[src/rtl/csa_sum_sequencer.sv]
// Frame accumulator: folds up to five buffered operands per pass into a running sum
// through one shared 6-input carry-save adder. Optional saturation: CSA_SEQ_SAT_EN.

module csa_adder_6in #(
  parameter int p_input_width = 20
) (
  input  logic [p_input_width-1:0] a,
  input  logic [p_input_width-1:0] b,
  input  logic [p_input_width-1:0] c,
  input  logic [p_input_width-1:0] d,
  input  logic [p_input_width-1:0] e,
  input  logic [p_input_width-1:0] f,
  output logic [p_input_width+2:0] sum
);
  localparam int W = p_input_width + 3;

  logic [W-1:0] xa, xb, xc, xd, xe, xf;
  logic [W-1:0] s1, c1, s2, c2, s3, c3, s4, c4;

  // Six operands are below 2^W, so carries shifted out of the top bit are always zero
  always_comb begin
    xa = W'(a);
    xb = W'(b);
    xc = W'(c);
    xd = W'(d);
    xe = W'(e);
    xf = W'(f);
    s1 = xa ^ xb ^ xc;
    c1 = ((xa & xb) | (xa & xc) | (xb & xc)) << 1;
    s2 = xd ^ xe ^ xf;
    c2 = ((xd & xe) | (xd & xf) | (xe & xf)) << 1;
    s3 = s1 ^ c1 ^ s2;
    c3 = ((s1 & c1) | (s1 & s2) | (c1 & s2)) << 1;
    s4 = s3 ^ c3 ^ c2;
    c4 = ((s3 & c3) | (s3 & c2) | (c3 & c2)) << 1;
    sum = s4 + c4;
  end
endmodule

module csa_sum_sequencer #(
  parameter int P_WIDTH     = 14,
  parameter int P_ACC_WIDTH = 20,
  parameter int P_CNT_WIDTH = 8
) (
  input  logic                   i_clk,
  input  logic                   i_rst,
  input  logic [P_WIDTH-1:0]     i_data,
  input  logic                   i_valid,
  input  logic                   i_last,
  output logic                   o_ready,
  output logic [P_ACC_WIDTH-1:0] o_sum,
  output logic [P_CNT_WIDTH-1:0] o_count,
  output logic                   o_ovf,
  output logic                   o_valid,
  input  logic                   i_ready
);
  typedef enum logic [1:0] {S_COLLECT, S_ADD, S_DONE} state_t;

  state_t                 state;
  logic [P_ACC_WIDTH-1:0] acc;
  logic [P_ACC_WIDTH-1:0] slot [5];
  logic [2:0]             n;
  logic                   last_flag;
  logic                   ovf;
  logic                   xfer;
  logic [P_ACC_WIDTH+2:0] add_out;
  logic                   add_ovf;
  logic [P_ACC_WIDTH-1:0] acc_next;

  assign xfer    = i_valid & o_ready;
  assign o_sum   = acc;
  assign o_ovf   = ovf;
  assign add_ovf = |add_out[P_ACC_WIDTH+2:P_ACC_WIDTH];

  csa_adder_6in #(.p_input_width(P_ACC_WIDTH)) u_adder (
    .a   (acc),
    .b   (slot[0]),
    .c   (slot[1]),
    .d   (slot[2]),
    .e   (slot[3]),
    .f   (slot[4]),
    .sum (add_out)
  );

`ifdef CSA_SEQ_SAT_EN
  assign acc_next = (ovf | add_ovf) ? '1 : add_out[P_ACC_WIDTH-1:0];
`else
  assign acc_next = add_out[P_ACC_WIDTH-1:0];
`endif

  always_ff @(posedge i_clk) begin
    if (i_rst) begin
      state     <= S_COLLECT;
      acc       <= '0;
      for (int unsigned i = 0; i < 5; i++) slot[i] <= '0;
      n         <= '0;
      o_count   <= '0;
      last_flag <= 1'b0;
      ovf       <= 1'b0;
      o_ready   <= 1'b1;
      o_valid   <= 1'b0;
    end else begin
      case (state)
        S_COLLECT: begin
          if (xfer) begin
            for (int unsigned i = 0; i < 5; i++)
              if (n == i[2:0]) slot[i] <= P_ACC_WIDTH'(i_data);
            n         <= n + 3'd1;
            o_count   <= o_count + P_CNT_WIDTH'(1);
            last_flag <= i_last;
            if (n == 3'd4 || i_last) begin
              state   <= S_ADD;
              o_ready <= 1'b0;
            end
          end
        end
        S_ADD: begin
          acc <= acc_next;
          ovf <= ovf | add_ovf;
          for (int unsigned i = 0; i < 5; i++) slot[i] <= '0;
          n <= '0;
          if (last_flag) begin
            state   <= S_DONE;
            o_valid <= 1'b1;
          end else begin
            state   <= S_COLLECT;
            o_ready <= 1'b1;
          end
        end
        S_DONE: begin
          if (i_ready) begin
            state     <= S_COLLECT;
            acc       <= '0;
            o_count   <= '0;
            ovf       <= 1'b0;
            last_flag <= 1'b0;
            o_valid   <= 1'b0;
            o_ready   <= 1'b1;
          end
        end
        default: begin
          state   <= S_COLLECT;
          o_ready <= 1'b1;
          o_valid <= 1'b0;
        end
      endcase
    end
  end
endmodule

[config.mk]
export PLATFORM = sky130hd
export DESIGN_NAME = csa_sum_sequencer
export DESIGN_NICKNAME = d
export VERILOG_FILES = /design/src/rtl/csa_sum_sequencer.sv
export SDC_FILE = /design/constraint.sdc
export NUM_CORES = 1
export LEC_CHECK = 0
export CAP_MARGIN = 30
export CORE_UTILIZATION = 55
export CTS_CLUSTER_DIAMETER = 30
export DETAILED_ROUTE_END_ITERATION = 12
export HOLD_SLACK_MARGIN = 0.1
export PLACE_DENSITY = 0.78
export SLEW_MARGIN = 30
export SYNTH_ARGS = -nofsm -noshare
export SYNTH_HDL_FRONTEND = slang
export SYNTH_SLANG_ARGS = --single-unit
[constraint.sdc]
create_clock -name i_clk -period 4.19 [get_ports i_clk]
set_input_delay 0.419 -clock i_clk [delete_from_list [all_inputs] [get_ports i_clk]]
set_output_delay 0.419 -clock i_clk [all_outputs]
set_load 0.01 [all_outputs]
==> results of run 1 <==
[power breakdown]
group	leakage [nW]	total (mW)	switching, mW	internal [mW]
Sequential	1.04	1.34	0.0958	1.25
Combinational	1.41	2.56	1.46	1.10
Clock	0.103	0.689	0.336	0.354
Total	2.56	4.59	1.89	2.70
[cell type report]
class,count,area (um2)
Clock inverter,4,75.1
Fill cell,749,3350
Tap cell,133,166
Inverter,26,97.6
Multi-Input combinational cell,299,2710
Sequential cell,107,2840
Clock buffer,12,145
Timing Repair Buffer,54,528
[cell usage after synthesis (2+ instances only)]
master / n
edfxtp_1: 70
fa_1: 56
dfxtp_1: 37
nor2_1: 34
a21oi_1: 28
nand2_1: 26
inv_1: 25
ha_1: 24
o21ai_0: 17
and2_1: 15
xor2_1: 12
nand3_1: 10
a22oi_1: 9
clkbuf_1: 9
xnor2_1: 6
nor2b_1: 5
a21o_1: 4
a31oi_1: 4
o21a_1: 4
o21ai_1: 4
o21bai_1: 4
or3_1: 4
a41oi_1: 3
nand4_1: 3
nor3_1: 3
o211ai_1: 3
a211o_1: 2
a31o_2: 2
buf_2: 2
nor4_1: 2
o31a_1: 2
[state kept, by name (all words and copies together) (netlist names)]
signal / cells
o_valid: 1
o_sum: 20
o_ready: 1
o_count: 8
n: 3
state: 2
last_flag: 1
o_ovf: 1
slot: 70
[kinds of logic after synthesis]
kind of cell | Yosys count
AO/OA/AOI/OAI | 95
flip-flops | 107
XOR/XNOR | 18
AND/OR/NAND/NOR | 106
adder cells (fa/ha/maj) | 80
buffers and inverters | 37
[layer usage]
metal | track usage (%) | vias to the layer above
met2 | 39.4 | 105
met1 | 30.9 | 1786
met4 | 4.55 | 0
met5 | 0 | -
li1 | - | 1682
met3 | 4.59 | 14
[final timing paths]
kind                                           start                      to  slack [ns]  depth (start not counted)
worst max-delay path            slot[0][2]$_DFFE_PP_  o_sum[18]$_SDFFE_PP0P_        0.17                         13
worst min-delay path            o_valid$_SDFFE_PP0P_    o_valid$_SDFFE_PP0P_        0.48                          2
worst max register to register  slot[0][2]$_DFFE_PP_  o_sum[18]$_SDFFE_PP0P_        0.17                         13
worst min register to register  o_valid$_SDFFE_PP0P_    o_valid$_SDFFE_PP0P_        0.48                          2
[critical path, stage by stage (launching register included)]
cell      delay, ns
edfxtp_1       0.42
fa_1           0.51
fa_1           0.53
fa_1           0.57
ha_1           0.17
inv_1          0.06
fa_1           0.41
nor2b_2        0.16
o211ai_1       0.14
a31oi_2        0.21
a21oi_1        0.13
o21ai_1        0.20
a21oi_1        0.10
a211o_1        0.28
==> flow_metrics.py, run 1 <==
metrics = {
    "global_route": {
        "grt_pass1_vias": 3782,
        "overflow": 0,
        "grt_pass1_wl_um": 19000,
        "grt_antenna_before_repair": 0,
        "grt_usage_pct": 23.1,
        "grt_max_degree": 20,
    },
    "sta": {
        "final-setup-viol-count": 0,
        "slew_viol_final": 0,
        "final_hold_viol_count": 0,
        "post-route-period-util_pct": 95.9,
        "worst_slew_pin_slew_ns": 0.939,
        "setup_tns_ns": 0,
        "fin_crit_ns": 4.02,
        "finalClockSkew_ns": 0.00506,
        "max_freq_mhz": 249,
        "worst_slack_ns": 0.172,
        "rsz0062_at_grt": "yes",
        "maxSlewHeadroom_pct": 37.3,
        "holdWs_ns": 0.481,
    },
    "route": {
        "route.met3.wl_um": 514,
        "num_vias": 3587,
        "via_per_inst": 5.65,
        "wl_met2_um": 5780,
        "top_layer": "met4",
        "detail_route.drc_violations": 0,
        "wl_um": 11400,
        "drt_iter0_markers": 209,
        "wl_met1_um": 4980,
        "avgRoutedWirePerCell_um": 18.0,
        "dr.pass1.iters": 5,
        "detail-route-antenna-nets": 0,
    },
    "synth": {
        "synth.cell_area_um2": 5680,
        "synthXorXnorAreaFrac_pct": 2.78,
        "synthAdderAreaFrac_pct": 25.0,
        "synth_area_leaders": "edfxtp_1 37%, fa_1 20%, dfxtp_1 13%, ha_1 5.3%, a21oi_1 2.5%",
        "ys_seq_elements": 107,
        "synth_top_family_by_area": "adder cells",
        "synth.avg_cell_area_um2": 12.8,
        "async_flop_share_pct": 0,
        "synth_simple_gate_area_share_pct": 8.84,
        "yosysTopAreaCell": "edfxtp_1",
        "synth_nets": 542,
        "seq_area_frac_synth_pct": 50.1,
        "syn_inst": 443,
        "yosysUniqueCellTypes": 45,
        "muxShareOfSynthArea_pct": 0,
        "synth_compound_area_share_pct": 10.8,
        "synth_warnings": 0,
        "synth_edf_count": 70,
        "ys.flop_type": "edfxtp_1",
        "yosys.area.top_type_share_pct": 37.0,
    },
    "floorplan": {
        "ios": 50,
        "coreArea_um2": 9910,
        "chipHeight_um": 104,
        "die_area_um2": 10700,
        "rows": 36,
        "initial_core_util_pct": 57.3,
        "die_w_um": 104,
    },
    "critical_path": {
        "crit_type": "register to register",
        "cp-end-kind": "register",
        "cp.required_ns": 4.44,
        "worstPathArrival_ns": 4.27,
        "critPathMaxFanout": 3,
        "startpoint_type": "register",
    },
    "cts": {
        "clkLatencyLatePin_ns": 0.36,
        "clk_pin_slew_ns": 0.09,
        "postCtsSetupBuffers": 0,
        "cts_root_buf": "clkbuf_8",
        "htreeDepth": 3,
        "cts-hold-fix-buffers": 0,
        "cts_buffer_depth": 2,
        "cts_buffers": 9,
        "clock_sinks": 107,
        "cts_tree": "done",
        "ctsResizeCount": 0,
    },
    "flow_run": {
        "cap_viol_max_count": 0,
    },
    "placement": {
        "io_buffers": 49,
        "dp_hpwl_um": 8310,
        "placed_cells_incl_taps": 619,
        "placed_area_um2": 6330,
        "dp_slack_ns": 0.103,
        "gp_congestion": 0.920,
    },
    "cells_and_area": {
        "design_area_um2": 6560,
        "final_cells": 635,
        "drive_above_1_share_pct": 5.18,
        "final_common_cell": "edfxtp_1",
        "diodes": 0,
        "final_cell_mix": "70 x edfxtp_1, 56 x fa_1, 49 x clkdlybuf4s50_1",
        "areaGrowthSynthToFinish_pct": 15.6,
        "final_core_util_pct": 66.2,
        "nets": 596,
    },
    "pwr": {
        "power.density_nw_per_um2": 700,
        "p_total_mw": 4.59,
        "p_leak_nw": 2.56,
        "peakVddDrop_uv": 491,
    },
    "status": {
        "status": "finished clean",
    },
    "min_path": {
        "hold_class": "register to register",
    },
}
(Power assumes the default switching activity.)
==> run 2, diff against run 1 <==
--- a/config.mk
+++ b/config.mk
@@ -8,2 +8,3 @@
 export CAP_MARGIN = 30
+export CORE_MARGIN = 3
 export CORE_UTILIZATION = 55
==> constraint.sdc (replaced) <==
create_clock -name i_clk -period 4.19 [get_ports i_clk]
set_input_delay 0.838 -clock i_clk [delete_from_list [all_inputs] [get_ports i_clk]]
set_output_delay 0.838 -clock i_clk [all_outputs]
set_load 0.01 [all_outputs]
==> run 2 against run 1 <==
Net effect:
- clock skew increased by 0.0089 ns
- via count up 0.20%
- routed wire length fell by 2.5%
- fmax grew 1.2%
- register-to-register slack better by 0.05 ns
- sequential power about the same
- die area grew 7.9%
- setup slack improved by 0.047 ns
- utilization rose by 0.34 points
- clock-buffer cell count is 1 lower
- critical path depth grew 1
- final cell count grew 0.63%
- critical path type unchanged
==> flow_metrics.py, run 2 (synthesized netlist as in run 1, its figures left out) <==
metrics = {
    "route": {
        "route.met3.wl_um": 523,
        "top_layer": "met4",
        "wl_met1_um": 4910,
        "detail_route.drc_violations": 0,
        "drt_iter0_markers": 170,
        "avgRoutedWirePerCell_um": 17.4,
        "wl_um": 11100,
        "dr.pass1.iters": 5,
        "via_per_inst": 5.62,
        "detail-route-antenna-nets": 0,
        "wl_met2_um": 5390,
        "num_vias": 3594,
    },
    "sta": {
        "final_hold_viol_count": 0,
        "worst_slack_ns": 0.218,
        "finalClockSkew_ns": 0.0140,
        "maxSlewHeadroom_pct": 37.2,
        "worst_slew_pin_slew_ns": 0.941,
        "max_freq_mhz": 252,
        "final-setup-viol-count": 0,
        "slew_viol_final": 0,
        "post-route-period-util_pct": 94.8,
        "fin_crit_ns": 3.97,
    },
    "global_route": {
        "grt_usage_pct": 21.2,
        "grt_pass1_wl_um": 18700,
        "grt_max_degree": 18,
        "overflow": 0,
        "grt_antenna_before_repair": 0,
        "grt_pass1_vias": 3736,
    },
    "cts": {
        "cts_root_buf": "clkbuf_8",
        "clk_pin_slew_ns": 0.11,
        "clkLatencyLatePin_ns": 0.37,
        "cts_buffers": 9,
        "cts_tree": "done",
        "clock_sinks": 107,
        "htreeDepth": 3,
        "cts_buffer_depth": 2,
    },
    "floorplan": {
        "rows": 36,
        "chipHeight_um": 108,
        "coreArea_um2": 9910,
        "die_w_um": 108,
        "initial_core_util_pct": 57.3,
        "ios": 50,
        "die_area_um2": 11600,
    },
    "min_path": {
        "hold_end": "o_valid$_SDFFE_PP0P_",
        "worst_hold_path.num_cells": 2,
        "hp-start": "o_valid$_SDFFE_PP0P_",
        "hold_class": "register to register",
    },
    "critical_path": {
        "path_common_cell": "fa_1",
        "startpoint_type": "register",
        "crit_type": "register to register",
        "path_cells": "fa_1 -> fa_1 -> fa_1 -> ha_1 -> inv_1 -> fa_1 -> nor2b_2 -> o211ai_1 -> a31oi_1 -> buf_4 -> nor2b_1 -> o21ai_1 -> xor2_1 -> a22o_1",
        "r2r_slack_ns": 0.22,
        "cpPeakStageDelay_ns": 0.58,
        "r2r-start": "slot[0][2]$_DFFE_PP_",
        "critPathSlowestCell": "fa_1",
        "critPathMaxFanout": 2,
        "r2r_cells": 14,
        "cp-end-kind": "register",
        "rr_endpoint": "o_sum[12]$_SDFFE_PP0P_",
        "worstPathArrival_ns": 4.24,
        "cp.required_ns": 4.46,
    },
    "placement": {
        "gp_congestion": 0.935,
        "dp_hpwl_um": 8310,
        "placed_cells_incl_taps": 622,
        "dp_slack_ns": 0.149,
        "io_buffers": 49,
    },
    "cells_and_area": {
        "fill_cells": 743,
        "nets": 600,
        "largest_register_ffs": 70,
        "areaGrowthSynthToFinish_pct": 16.2,
        "final_cells": 639,
        "diodes": 0,
        "final_core_util_pct": 66.6,
        "drive_above_1_share_pct": 6.32,
        "final_cell_mix": "70 x edfxtp_1, 56 x fa_1, 49 x clkdlybuf4s50_1",
        "final_common_cell": "edfxtp_1",
        "regMostFlops": "slot",
    },
    "pwr": {
        "peakVddDrop_uv": 431,
        "power.density_nw_per_um2": 695,
        "p_leak_nw": 2.58,
        "p_total_mw": 4.58,
    },
    "status": {
        "status": "finished clean",
    },
    "flow_run": {
        "cap_viol_max_count": 0,
    },
}
==> run 2: cell types whose count changed in the layout (fill, tap and decap cells not counted), sizes merged <==
cell      before  now
buf            5    9
inv           26   28
clkinvlp       2    1
clkbuf        12   11
==> run 2: worst max-delay path by stage <==
stage / depth (start not counted) / from / slack [ns] / to
4_1_cts: 13 / slot[0][2]$_DFFE_PP_ / 0.11 / o_sum[18]$_SDFFE_PP0P_
5_1_grt: 11 / slot[0][3]$_DFFE_PP_ / -0.001 / o_sum[15]$_SDFFE_PP0P_
3_5_place_dp: 13 / slot[0][2]$_DFFE_PP_ / 0.15 / o_sum[18]$_SDFFE_PP0P_
2_1_floorplan: 13 / slot[0][2]$_DFFE_PP_ / 0.46 / o_sum[18]$_SDFFE_PP0P_
3_3_place_gp: 15 / slot[0][1]$_DFFE_PP_ / 0.27 / o_sum[18]$_SDFFE_PP0P_
6_report: 14 / slot[0][2]$_DFFE_PP_ / 0.22 / o_sum[12]$_SDFFE_PP0P_
==> run 2: timing repair <==
action                                  4_1_cts  5_1_grt
buffers inserted                              0        1
endpoints found under the setup margin        0        5
resized for setup                             0        6
hold buffers                                  0        0
==> run 2: critical path, delay by kind of cell, from the launching register on <==
kind            cells  cell delay [ns]
xor+xnor            1             0.10
simple gates        2             0.22
buf+inv             2             0.21
flops               1             0.41
compound gates      4             0.72
fa+ha+maj           5             2.20
==> run 2: layer usage <==
layer | GRT usage (%) | up-vias
li1 | - | 1685
met1 | 29.7 | 1778
met2 | 32.6 | 107
met3 | 4.02 | 24
met4 | 8.84 | 0
met5 | 0 | -
==> run 2: report_power, final <==
part	internal [mW]	switching [mW]
sequential	1.25	0.0941
combinational	1.12	1.43
clock	0.342	0.345
total	2.71	1.87
==> run 2: metrics by stage <==
stage | hold WS (ns) | setup TNS (ns) | area (um2)
after floorplan | 0.467 | 0 | 5680
after global placement | 0.454 | 0 | 6350
after detailed placement | 0.456 | 0 | 6350
after CTS | 0.470 | 0 | 6570
after global routing | 0.491 | -0.00115 | 6600
final | 0.472 | 0 | 6600
==> run 2: layout make-up <==
type	count	area, um2	share of cell area, %
timing repair buffer	58	558	8.46
tap	133	166	2.52
clock buffer	11	131	1.99
multi-input combinational	299	2710	41.1
clock inverter	5	85.1	1.29
inverter	26	97.6	1.48
sequential	107	2840	43.1
==> run 3, diff against run 2 <==
Settings changed: PLACE_DENSITY 0.78 to 0.77, SYNTH_HIERARCHICAL set to 1.
==> run 3 against run 2 <==
Net effect:
- first-iteration DRC count grew 24%
- hold slack improved by 0.034 ns
- critical path depth is 1 lower
- highest routed layer unchanged
- via count rose by 12%
- register-to-register slack got worse by 0.14 ns
- die area rose by 12%
- sequential share of layout area is 5.5 points lower
- critical path type unchanged
- sequential cell count is the same
- routed wire length is 17% higher
- final cell count rose by 11%
- fmax is 3.5% lower
- non-clock buffer count is 8 higher
==> flow_metrics.py, run 3 <==
metrics = {
    "global_route": {
        "grt_usage_pct": 21.8,
        "use_met2_pct": 37.2,
        "overflow": 0,
        "grt_max_degree": 21,
        "busiest_layer": "met2",
        "grt_pass1_wl_um": 21800,
        "grt_pass1_vias": 4365,
        "gr-usage-met3_pct": 3.77,
        "grt_use_met1_pct": 28.7,
        "grt_antenna_before_repair": 0,
    },
    "cts": {
        "clock_sinks": 107,
        "htreeDepth": 3,
        "cts_tree": "done",
        "cts_root_buf": "clkbuf_16",
        "clkLatencyLatePin_ns": 0.35,
        "cts_buffer_depth": 2,
        "clk_pin_slew_ns": 0.06,
        "cts_buffers": 9,
    },
    "route": {
        "wl_um": 13100,
        "via_per_inst": 5.65,
        "detail_route.drc_violations": 0,
        "drt_iter0_markers": 211,
        "avgRoutedWirePerCell_um": 18.4,
        "num_vias": 4017,
        "dr.pass1.iters": 5,
        "detail-route-antenna-nets": 0,
    },
    "critical_path": {
        "cp.required_ns": 4.42,
        "critPathMaxFanout": 4,
        "cp-end-kind": "register",
        "worstPathArrival_ns": 4.34,
        "r2r_cells": 13,
        "crit_type": "register to register",
        "startpoint_type": "register",
        "r2r_slack_ns": 0.08,
        "r2r-start": "slot[0][8]$_DFFE_PP_",
        "rr_endpoint": "o_ovf$_SDFFE_PP0P_",
    },
    "floorplan": {
        "rows": 38,
        "die_area_um2": 12900,
        "ios": 50,
        "chipHeight_um": 114,
        "coreArea_um2": 11100,
        "initial_core_util_pct": 57.6,
        "die_w_um": 114,
    },
    "sta": {
        "worst_slew_pin_slew_ns": 0.817,
        "finalClockSkew_ns": 0.00843,
        "holdWs_ns": 0.506,
        "max_freq_mhz": 243,
        "fin_crit_ns": 4.11,
        "post-route-period-util_pct": 98.2,
        "maxSlewHeadroom_pct": 45.4,
        "final_hold_viol_count": 0,
        "rsz0062_at_grt": "yes",
        "slew_viol_final": 0,
        "final-setup-viol-count": 0,
    },
    "placement": {
        "dp_hpwl_um": 9460,
        "gp_congestion": 0.850,
        "placed_cells_incl_taps": 694,
        "io_buffers": 49,
    },
    "synth": {
        "seq_area_frac_synth_pct": 44.6,
        "synth_commonest_cells": "80 x fa_1, 70 x edfxtp_1, 37 x dfxtp_1",
        "yosysTopAreaCell": "edfxtp_1",
        "ys_seq_elements": 107,
        "synth_edf_count": 70,
        "synth_warnings": 6,
        "synth_area_leaders": "edfxtp_1 33%, fa_1 25%, dfxtp_1 12%, ha_1 5.1%, a22o_1 2.7%",
        "synth.cell_area_um2": 6380,
        "ys.flop_type": "edfxtp_1",
        "yosys.area.top_type_share_pct": 32.9,
        "yosysUniqueCellTypes": 61,
        "synth_most_common_cell": "fa_1",
        "synth.avg_cell_area_um2": 13.5,
        "async_flop_share_pct": 0,
        "syn_inst": 474,
    },
    "cells_and_area": {
        "diodes": 0,
        "areaGrowthSynthToFinish_pct": 18.6,
        "final_cell_mix": "77 x fa_1, 70 x edfxtp_1, 49 x clkdlybuf4s50_1",
        "final_common_cell": "fa_1",
        "nets": 691,
        "final_cells": 711,
        "fill_cells": 779,
        "largest_register_ffs": 70,
        "regMostFlops": "slot",
        "drive_above_1_share_pct": 8.76,
    },
    "pwr": {
        "power_frac_clock_pct": 12.5,
        "p_int_mw": 3.76,
        "pwr-share-comb_pct": 67.0,
        "power.density_nw_per_um2": 885,
        "peakVddDrop_uv": 498,
        "netSwitchingFraction_pct": 43.9,
        "p_leak_nw": 3.07,
        "seqPwrFrac_pct": 20.5,
        "p_switching_mw": 2.94,
    },
    "status": {
        "status": "finished clean",
    },
    "min_path": {
        "hp-start": "o_count[7]$_SDFFE_PP0P_",
        "hold_class": "register to register",
        "worst_hold_path.num_cells": 2,
        "hold_end": "o_count[7]$_SDFFE_PP0P_",
    },
    "flow_run": {
        "cap_viol_max_count": 0,
    },
}
## run 3: cell types whose count changed after synthesis, moves of 5 or more
cell and delta:
a21oi_1 -5, a22oi_1 -7, fa_1 +24, nand2_1 -5, o21ai_0 -5, nor2b_1 -5
a21o_1 +5, a22o_1 +19, xnor2_1 +5, nor2_1 -11
## run 3: per-layer routing
layer / vias up / part of all wire [%] / wire length, um
li1: 1846 / - / -
met1: 2029 / 42 / 5460
met5: - / 0 / 0
met4: 0 / 1.4 / 179
met2: 130 / 52 / 6730
met3: 12 / 5.3 / 691
## run 3: timing repair
item | in CTS | in global routing
buffers inserted | 1 | 0
endpoints found under the setup margin | 2 | 3
pin swaps | 1 | 13
gates resized for setup | 3 | 9
hold buffers | 0 | 0
## run 3: area by class of cell
cell class | count | area [um2] | share of cell area (%)
tap | 140 | 175 | 2.32
inverter | 26 | 97.6 | 1.29
multi-input combinational | 356 | 3530 | 46.7
sequential | 107 | 2840 | 37.6
timing repair buffer | 66 | 618 | 8.17
clock buffer | 15 | 290 | 3.84
clock inverter | 1 | 5.00 | 0.0662
## run 3: how the worst max path moves through the flow
stage | startpoint | endpoint | slack, ns | depth (start not counted)
floorplan | o_sum[1]$_SDFFE_PP0P_ | o_ovf$_SDFFE_PP0P_ | 0.05 | 16
global placement | slot[0][1]$_DFFE_PP_ | o_ovf$_SDFFE_PP0P_ | -0.03 | 16
detailed placement | slot[0][1]$_DFFE_PP_ | o_ovf$_SDFFE_PP0P_ | -0.12 | 16
CTS | slot[0][29]$_DFFE_PP_ | o_ovf$_SDFFE_PP0P_ | 0.02 | 16
global route | slot[0][40]$_DFFE_PP_ | o_ovf$_SDFFE_PP0P_ | -0.04 | 12
finish | slot[0][8]$_DFFE_PP_ | o_ovf$_SDFFE_PP0P_ | 0.08 | 13
## run 3: stage by stage
| step | cell area [um2] | worst slack (ns) | power, mW | util (%) | TNS [ns] |
|---|---|---|---|---|---|
| floorplan | 6490 | 0.0460 | 4.46 | - | 0 |
| global placement | 7210 | -0.0269 | 5.39 | 65.1 | -0.0269 |
| detailed placement | 7210 | -0.115 | 5.51 | 65.1 | -0.153 |
| CTS | 7520 | 0.0159 | 6.46 | 67.9 | 0 |
| global route | 7560 | -0.0441 | 7.20 | 68.3 | -0.0478 |
| finish | 7560 | 0.0750 | 6.69 | 68.3 | 0 |
## run 3: power groups by stage
stage / logic (mW) / clock network [mW] / registers [mW]
floorplan: 3.05 / 0 / 1.40
CTS: 4.23 / 0.857 / 1.38
global route: 4.90 / 0.895 / 1.40
global placement: 4.00 / 0 / 1.39
finish: 4.48 / 0.839 / 1.37
detailed placement: 4.12 / 0 / 1.40
## run 3: worst max-delay path, cell delays in order, from the launching register on
cell,delay [ns]
edfxtp_1,0.40
fa_1,0.52
fa_1,0.55
fa_1,0.51
ha_1,0.35
and2_4,0.17
a221o_1,0.37
a31oi_2,0.20
o21ai_2,0.10
a211oi_2,0.18
a311oi_1,0.07
or3_1,0.39
a21oi_1,0.13
nor2_1,0.05
## run 3: cell families after synthesis
kind of cell               after synthesis  synth area share [%]
other                                    1                0.0588
and+or+nand+nor                        102                  8.49
DFF                                    107                  44.6
adders and majority gates              106                  30.2
buffers and inverters                   40                  2.59
AOI/OAI and AO/OA                       99                  11.5
xor gates and xnor gates                19                  2.61
